### src/rtl/ssemi_fir_ctrl_pkg.sv
// Shared types and constants for the decimation-chain FIR coefficient control path.
// Build option: SSEMI_FIR_COEFF_SYMMETRIC_EN selects symmetric (half-bank) coefficient loading.
package ssemi_fir_ctrl_pkg;

    typedef enum logic [1:0] {
        IDLE   = 2'd0,
        LOAD   = 2'd1,
        ARMED  = 2'd2,
        COMMIT = 2'd3
    } coeff_ctrl_state_e;

    // Sticky error bit positions
    localparam int unsigned ERR_W          = 3;
    localparam int unsigned ERR_ADDR       = 0;
    localparam int unsigned ERR_INCOMPLETE = 1;
    localparam int unsigned ERR_TIMEOUT    = 2;

    // Coefficient word as seen by the FIR
    localparam int unsigned COEFF_WIDTH_DEFAULT = 16;
    typedef logic signed [COEFF_WIDTH_DEFAULT-1:0] coeff_t;

    // Number of independently writable taps; symmetric builds load only the lower half
    function automatic int unsigned tap_limit(int unsigned num_taps);
`ifdef SSEMI_FIR_COEFF_SYMMETRIC_EN
        return (num_taps + 1) / 2;
`else
        return num_taps;
`endif
    endfunction

endpackage

### src/rtl/ssemi_coeff_shadow_bank.sv
// Shadow and active coefficient banks, per-tap write mask and mask-full detect.
// Build option: SSEMI_FIR_COEFF_SYMMETRIC_EN mirrors each write to tap NUM_TAPS-1-k.
module ssemi_coeff_shadow_bank
    import ssemi_fir_ctrl_pkg::*;
#(
    parameter int unsigned NUM_TAPS    = 64,
    parameter int unsigned COEFF_WIDTH = 16,
    parameter int unsigned ADDR_W      = $clog2(NUM_TAPS)
) (
    input  logic                            i_clk,
    input  logic                            i_rst_n,
    input  logic                            wr_en,        // legal, accepted write
    input  logic [ADDR_W-1:0]               wr_addr,
    input  logic [COEFF_WIDTH-1:0]          wr_data,
    input  logic                            mask_clr,
    input  logic                            load_active,  // shadow <= active (restore)
    input  logic                            commit_bank,  // active <= shadow
    output logic [NUM_TAPS*COEFF_WIDTH-1:0] coeff,
    output logic                            mask_full     // includes a write in this cycle
);

    localparam int unsigned MASK_N = tap_limit(NUM_TAPS);

    logic [COEFF_WIDTH-1:0] shadow [NUM_TAPS];
    logic [COEFF_WIDTH-1:0] active [NUM_TAPS];
    logic [MASK_N-1:0]      mask_q;
    logic [NUM_TAPS-1:0]    tap_hit;
    logic [MASK_N-1:0]      mask_hit;

    // Decode the write address into per-tap and per-mask-bit strobes
    always_comb begin
        tap_hit  = '0;
        mask_hit = '0;
        for (int i = 0; i < NUM_TAPS; i++) begin
            tap_hit[i] = wr_en && (wr_addr == ADDR_W'(i));
`ifdef SSEMI_FIR_COEFF_SYMMETRIC_EN
            if (wr_en && (wr_addr == ADDR_W'(NUM_TAPS - 1 - i))) begin
                tap_hit[i] = 1'b1;
            end
`endif
        end
        for (int i = 0; i < MASK_N; i++) begin
            mask_hit[i] = wr_en && (wr_addr == ADDR_W'(i));
        end
    end

    assign mask_full = &(mask_q | mask_hit);

    // Shadow bank: tap writes, or a bulk copy of the active bank for restore
    always_ff @(posedge i_clk or negedge i_rst_n) begin
        if (!i_rst_n) begin
            for (int i = 0; i < NUM_TAPS; i++) shadow[i] <= '0;
        end else if (load_active) begin
            for (int i = 0; i < NUM_TAPS; i++) shadow[i] <= active[i];
        end else begin
            for (int i = 0; i < NUM_TAPS; i++) begin
                if (tap_hit[i]) shadow[i] <= wr_data;
            end
        end
    end

    // Active bank only moves on a commit, so the FIR input never glitches
    always_ff @(posedge i_clk or negedge i_rst_n) begin
        if (!i_rst_n) begin
            for (int i = 0; i < NUM_TAPS; i++) active[i] <= '0;
        end else if (commit_bank) begin
            for (int i = 0; i < NUM_TAPS; i++) active[i] <= shadow[i];
        end
    end

    // Write mask, clear wins over set
    always_ff @(posedge i_clk or negedge i_rst_n) begin
        if (!i_rst_n) begin
            mask_q <= '0;
        end else if (mask_clr) begin
            mask_q <= '0;
        end else begin
            mask_q <= mask_q | mask_hit;
        end
    end

    for (genvar g = 0; g < NUM_TAPS; g++) begin : g_flat
        assign coeff[g*COEFF_WIDTH +: COEFF_WIDTH] = active[g];
    end

endmodule

### src/rtl/ssemi_fir_coeff_ctrl.sv
// FIR coefficient bank controller: load session, atomic commit at a safe boundary,
// and automatic re-commit of the active bank after the FIR is re-enabled.
// Build option: SSEMI_FIR_COEFF_SYMMETRIC_EN (see ssemi_fir_ctrl_pkg / ssemi_coeff_shadow_bank).
module ssemi_fir_coeff_ctrl
    import ssemi_fir_ctrl_pkg::*;
#(
    parameter int unsigned NUM_TAPS         = 64,
    parameter int unsigned COEFF_WIDTH      = 16,
    parameter int unsigned BOUNDARY_TIMEOUT = 1024,
    parameter int unsigned ADDR_W           = $clog2(NUM_TAPS)
) (
    input  logic                            i_clk,
    input  logic                            i_rst_n,
    input  logic                            i_enable,
    input  logic                            i_start,
    input  logic                            i_wr_valid,
    output logic                            o_wr_ready,
    input  logic [ADDR_W-1:0]               i_wr_addr,
    input  logic [COEFF_WIDTH-1:0]          i_wr_data,
    input  logic                            i_commit,
    input  logic                            i_abort,
    input  logic                            i_fir_busy,
    input  logic                            i_fir_coeff_ready,
    output logic [NUM_TAPS*COEFF_WIDTH-1:0] o_coeff,
    output logic                            o_coeff_valid,
    output logic                            o_commit_done,
    output logic                            o_bank_id,
    output logic [1:0]                      o_state,
    output logic [2:0]                      o_error
);

    localparam int unsigned       TAP_LIMIT  = tap_limit(NUM_TAPS);
    localparam logic [ADDR_W:0]   ADDR_LIMIT = (ADDR_W + 1)'(TAP_LIMIT);
    localparam int unsigned       CNT_W      = $clog2(BOUNDARY_TIMEOUT + 1);
    localparam logic [CNT_W-1:0]  CNT_LAST   = CNT_W'(BOUNDARY_TIMEOUT - 1);

    coeff_ctrl_state_e state_q, state_d;
    logic [CNT_W-1:0]  cnt_q, cnt_d;
    logic [ERR_W-1:0]  error_q, error_d;
    logic              restore_pend_q, restore_pend_d;
    logic              restoring_q, restoring_d;
    logic              bank_id_q, bank_id_d;
    logic              enable_q;
    logic              commit_done_q;

    logic wr_fire, addr_ok, window_open;
    logic mask_clr, load_active, commit_bank, mask_full;

    assign wr_fire     = i_wr_valid && o_wr_ready;
    assign addr_ok     = ({1'b0, i_wr_addr} < ADDR_LIMIT);
    assign window_open = i_fir_coeff_ready && !i_fir_busy;

    ssemi_coeff_shadow_bank #(
        .NUM_TAPS    (NUM_TAPS),
        .COEFF_WIDTH (COEFF_WIDTH),
        .ADDR_W      (ADDR_W)
    ) u_bank (
        .i_clk       (i_clk),
        .i_rst_n     (i_rst_n),
        .wr_en       (wr_fire && addr_ok),
        .wr_addr     (i_wr_addr),
        .wr_data     (i_wr_data),
        .mask_clr    (mask_clr),
        .load_active (load_active),
        .commit_bank (commit_bank),
        .coeff       (o_coeff),
        .mask_full   (mask_full)
    );

    // Next-state, error, timeout and restore bookkeeping
    always_comb begin
        state_d        = state_q;
        cnt_d          = cnt_q;
        error_d        = error_q;
        restore_pend_d = restore_pend_q;
        restoring_d    = restoring_q;
        bank_id_d      = bank_id_q;
        mask_clr       = 1'b0;
        load_active    = 1'b0;
        commit_bank    = 1'b0;

        // FIR lost its coefficients while disabled; re-send once it is back
        if (i_enable && !enable_q) restore_pend_d = 1'b1;

        unique case (state_q)
            IDLE: begin
                if (restore_pend_q) begin
                    state_d        = ARMED;
                    restore_pend_d = 1'b0;
                    restoring_d    = 1'b1;
                    load_active    = 1'b1;
                    cnt_d          = '0;
                end else if (i_start) begin
                    state_d  = LOAD;
                    mask_clr = 1'b1;
                    error_d  = '0;
                end
            end
            LOAD: begin
                if (wr_fire && !addr_ok) error_d[ERR_ADDR] = 1'b1;
                if (i_abort) begin
                    state_d  = IDLE;
                    mask_clr = 1'b1;
                end else if (i_commit) begin
                    if (mask_full) begin
                        state_d     = ARMED;
                        restoring_d = 1'b0;
                        cnt_d       = '0;
                    end else begin
                        error_d[ERR_INCOMPLETE] = 1'b1;
                    end
                end
            end
            ARMED: begin
                cnt_d = cnt_q + CNT_W'(1);
                if (i_abort) begin
                    state_d  = IDLE;
                    mask_clr = 1'b1;
                end else if (window_open) begin
                    state_d     = COMMIT;
                    commit_bank = 1'b1;
                end else if (cnt_q == CNT_LAST) begin
                    // Shadow and mask are kept so the user can simply re-commit
                    state_d              = LOAD;
                    error_d[ERR_TIMEOUT] = 1'b1;
                end
            end
            COMMIT: begin
                state_d = IDLE;
                if (!restoring_q) bank_id_d = ~bank_id_q;
            end
            default: state_d = IDLE;
        endcase

        // Disable overrides everything except the retained active bank
        if (!i_enable) begin
            state_d        = IDLE;
            mask_clr       = 1'b1;
            error_d        = '0;
            cnt_d          = '0;
            restore_pend_d = 1'b0;
            load_active    = 1'b0;
            commit_bank    = 1'b0;
        end
    end

    // Control state registers
    always_ff @(posedge i_clk or negedge i_rst_n) begin
        if (!i_rst_n) begin
            state_q        <= IDLE;
            cnt_q          <= '0;
            error_q        <= '0;
            restore_pend_q <= 1'b0;
            restoring_q    <= 1'b0;
            bank_id_q      <= 1'b0;
            enable_q       <= 1'b1;  // no restore for an enable already high out of reset
            commit_done_q  <= 1'b0;
        end else begin
            state_q        <= state_d;
            cnt_q          <= cnt_d;
            error_q        <= error_d;
            restore_pend_q <= restore_pend_d;
            restoring_q    <= restoring_d;
            bank_id_q      <= bank_id_d;
            enable_q       <= i_enable;
            commit_done_q  <= (state_q == COMMIT);
        end
    end

    assign o_state       = state_q;
    assign o_wr_ready    = (state_q == LOAD);
    assign o_coeff_valid = (state_q == COMMIT);
    assign o_commit_done = commit_done_q;
    assign o_bank_id     = bank_id_q;
    assign o_error       = error_q;

endmodule

### config.mk
export PLATFORM = sky130hd
export DESIGN_NAME = ssemi_fir_coeff_ctrl
export DESIGN_NICKNAME = d
export VERILOG_FILES = /design/src/rtl/ssemi_fir_ctrl_pkg.sv /design/src/rtl/ssemi_coeff_shadow_bank.sv /design/src/rtl/ssemi_fir_coeff_ctrl.sv
export SDC_FILE = /design/constraint.sdc
export NUM_CORES = 2
export LEC_CHECK = 0
export BUFFER_PORTS_ARGS = -buffer_cell sky130_fd_sc_hd__buf_2
export CORE_MARGIN = 10
export CORE_UTILIZATION = 50
export CTS_CLUSTER_DIAMETER = 200
export DETAILED_ROUTE_END_ITERATION = 8
export MAX_ROUTING_LAYER = met4
export PLACE_DENSITY = 0.7
export SYNTH_ARGS = -nofsm -noshare
export SYNTH_HDL_FRONTEND = slang
export SYNTH_SLANG_ARGS = --single-unit
export TNS_END_PERCENT = 1
### constraint.sdc
create_clock -name i_clk -period 3.9 [get_ports i_clk]
set_clock_uncertainty 0.05 [all_clocks]
set_input_delay 0.195 -clock i_clk [delete_from_list [all_inputs] [get_ports i_clk]]
set_output_delay 0.195 -clock i_clk [all_outputs]
set_load 0.05 [all_outputs]
==> results.yml <==
cells_and_area:
  instances_no_fill: 10444
  syn2layout_area_growth_pct: 19.1
  number_of_fillers_in_the_final_layout: 13017
  nets: 8123
  fin_area_mm2: 0.0993
  post_route_cells_drive_above_1_share_pct: 32.8
floorplan:
  die_width_um: 428
  core_mm2: 0.165
  die_height_um: 428
  placement_rows: 149
  pin_count: 1064
  die_footprint_mm2: 0.184
  initial_util_pct: 50.4
synth:
  synth-edff-count: 0
  async_reset_ff_share_pct: 100
  syn_nets: 7211
  synth_flop_cell: "dfrtp_1"
  synthCells: 7175
  ys_seq_elements: 2132
  post_synth.cell_area_avg_um2: 11.6
  synth.yosys.warnings: 0
  distinct_cell_type_count_after_synthesis: 57
  synth.yosys.seq_area_share_pct: 64.0
  syn_std_cell_area_mm2: 0.0834
status:
  violated_checks: "negative hold slack"
  status: "finished with violations"
grt:
  initial_antenna_violation_count: 5
  grt_first_pass_wirelength_um: 399000
  grt_resource_usage_total_pct: 29.3
  grt-ovfl-total: 0
  grt_pass1_vias: 61407
  grt_max_degree: 130
route:
  route.vias.total: 60741
  avgRoutedWirePerCell_um: 25.7
  detail_route.vias_per_cell: 5.82
  drc_errors: 0
  detail_route_antenna_nets: 0
  detail_route.iter0.violations: 4962
  route.final.wire_length_um: 269000
  drt-pass1-iter-count: 6
placed_design:
  dp_cells: 10039
  place_hpwl_um: 167000
  finalWeightedCongestion: 0.844
  placement.io_buffers: 1062
  placed_area_mm2: 0.0919
setup_path:
  required_time_of_the_critical_path_ps: 4600
  path_class: "input pin to register"
  worstPathMaxFanout: 16
  worst_setup_path_end_kind: "register"
  cp-start-kind: "input pin"
  worst-endpoint-arrival_ps: 4390
clock_tree:
  ctsHtreeMaxLevel: 4
  cts_sinks: 2132
  path_clk_slew_ps: 60
  buffer_cell_driving_the_clock_tree_root: "clkbuf_16"
  cts_tree: "built"
  cts_inserted_buffers: 212
  clk_path_buf_depth: 3
  worstSkewPairLatency_ps: 880
pwr:
  vdd.ir_drop.worst_uv: 588
  power-per-cell-area_mw_per_mm2: 813
  power.leakage_nw: 50.6
timing:
  relSlewSlack_pct: 25.2
  holdWs_ps: -7.33
  timing.final.crit_period_ps: 3690
  worst-slew-pin-transition_ps: 1120
  finalSetupViolCount: 0
  rsz_0062_raised_after_global_routing: "false"
  maxClockFrequency_ghz: 0.271
  timing.final.hold_violations: 1
  totalNegativeSetupSlack_ps: 0
  period_share_pct: 94.7
  final-max-slew-violation-count: 0
flow_run:
  cap_viol_max_count: 0
worst_hold_path:
  hold_path_class: "input pin to register"
==> layer usage <==
layer  wire length (µm)  part of all wire (%)  global-route usage (%)  vias to the layer above
met5                  0                     0                       -                        -
met4              24000                   8.9                    21.1                        0
met3              17600                   6.5                    6.32                      797
met2             125000                    47                    45.0                     2179
met1             102000                    38                    34.2                    31137
li1                   -                     -                       -                    26628
==> critical path: stages <==
cell and delay (ps):
dlygate4sd3_1 620, buf_2 270, nor4b_4 440, dlygate4sd3_1 780, a21oi_1 150, nor4_1 320
nand4_1 200, nor4_4 410, buf_4 200, nand3_1 80, dlygate4sd3_1 580, o2111a_1 140
==> path summary, 6_finish.rpt <==
| kind | startpoint | to | slack (ps) | depth (start not counted) |
|---|---|---|---|---|
| worst max-delay path | i_wr_addr[1] | o_state[0]$_DFFE_PN0P_ | 210 | 12 |
| worst min-delay path | i_wr_addr[4] | u_bank.mask_q[61]$_DFF_PN0_ | -7 | 4 |
| worst max register to register | o_state[1]$_DFFE_PN0P_ | o_state[0]$_DFFE_PN0P_ | 290 | 11 |
| worst min register to register | u_bank.shadow[232]$_DFFE_PN0P_ | u_bank.shadow[232]$_DFFE_PN0P_ | 420 | 2 |
| max in group asynchronous | i_rst_n | u_bank.coeff[340]$_DFFE_PN0P_ | 2140 | 5 |
| min in group asynchronous | i_rst_n | u_bank.coeff[868]$_DFFE_PN0P_ | 470 | 3 |
==> metrics by stage <==
stage          total power, mW  setup WS, ps  utilization [%]
3_3_place_gp              58.5           372             55.6
5_1_grt                   84.4          53.7             60.1
2_1_floorplan             51.1           180                -
3_5_place_dp              60.0           260             55.6
6_report                  80.7           206             60.1
4_1_cts                   80.9           113             60.0
==> area by class of cell <==
cell class | instances | area (µm²) | share of cell area, %
repair buffers | 1283 | 7980 | 8.04
multi-input cells | 4452 | 28100 | 28.3
inverters | 6 | 22.5 | 0.0227
diodes | 5 | 12.5 | 0.0126
well taps | 2189 | 2740 | 2.76
flip-flops and latches | 2132 | 53400 | 53.7
clock buffers | 304 | 6220 | 6.26
clock inverters | 73 | 875 | 0.881
==> registers in the layout, summed over array words and instances, names as in the netlist, 2 cells and up <==
name	count
cnt_q	11
o_error	2
o_state	2
u_bank.coeff	1024
u_bank.mask_q	64
u_bank.shadow	1024
==> report_power, final <==
part           internal [mW]  switching [mW]  total (mW)
Combinational           6.62            18.5        25.1
Clock                   12.1            8.70        20.8
Sequential              30.0            4.86        34.8
==> cells by family (layout without fill, tap and decap cells) <==
group / count (synthesis) / after routing / share of synthesized area, %
AOI/OAI and AO/OA: 2218 / 2218 / 13.5
DFF: 2132 / 2132 / 64.0
and+or+nand+nor: 1202 / 1202 / 5.88
muxes: 1025 / 1025 / 13.8
buffers and inverters: 591 / 1666 / 2.73
adders and majority gates: 5 / 5 / 0.0750
other: 1 / 6 / 0.00450
xor gates and xnor gates: 1 / 1 / 0.0105
==> what timing repair did <==
| action | 4_1_cts | 5_1_grt |
|---|---|---|
| hold buffers | 18 | 1 |
| endpoints found under the setup margin | 0 | 3 |
| resized for setup | 0 | 7 |
| endpoints found under the hold margin | 431 | 2 |
| buffers inserted | 0 | 4 |
==> cell usage after synthesis (2+ instances only) <==
master | n | area [µm²]
dfrtp_1 | 2131 | 53300
a21oi_1 | 1457 | 7290
mux2_2 | 1024 | 11500
nand2_1 | 718 | 2700
o21ai_0 | 711 | 3560
clkbuf_1 | 472 | 1770
nor2_1 | 391 | 1470
buf_1 | 92 | 345
a21o_1 | 21 | 158
nor2b_1 | 20 | 125
nor4_1 | 17 | 106
buf_2 | 13 | 65.1
nand3_1 | 11 | 55.1
nand2b_1 | 8 | 50.1
nand4_1 | 7 | 43.8
and4b_1 | 6 | 60.1
inv_1 | 6 | 22.5
and4bb_2 | 5 | 62.6
ha_1 | 5 | 62.6
buf_6 | 4 | 45.0
nor4b_4 | 4 | 95.1
o31ai_1 | 4 | 30.0
buf_4 | 3 | 22.5
o21ai_1 | 3 | 15.0
and3_1 | 2 | 12.5
and4_1 | 2 | 17.5
and4bb_1 | 2 | 25.0
nor4_4 | 2 | 42.5
o211ai_1 | 2 | 15.0
o21a_1 | 2 | 15.0
o22ai_1 | 2 | 12.5
o2bb2ai_1 | 2 | 17.5
o41ai_1 | 2 | 17.5
==> placed cells by master, fill, tap and decap left out, types with 5 or more instances in the layout <==
cell,n
dfrtp_1,2131
nor4_1,15
a21oi_2,43
buf_12,75
nor2_1,391
a21o_1,21
inv_6,7
nand2_1,718
nand3_1,11
diode_2,5
nand4_1,7
ha_1,5
buf_2,1060
mux2_2,1024
o21ai_0,711
nor2b_4,16
inv_1,6
clkbuf_16,216
buf_4,128
clkbuf_1,40
nand2b_1,8
clkinv_2,39
bufinv_16,16
a21oi_1,1413
dlygate4sd3_1,18
clkbuf_8,48
No activity file was read; power rests on OpenSTA's default activity.
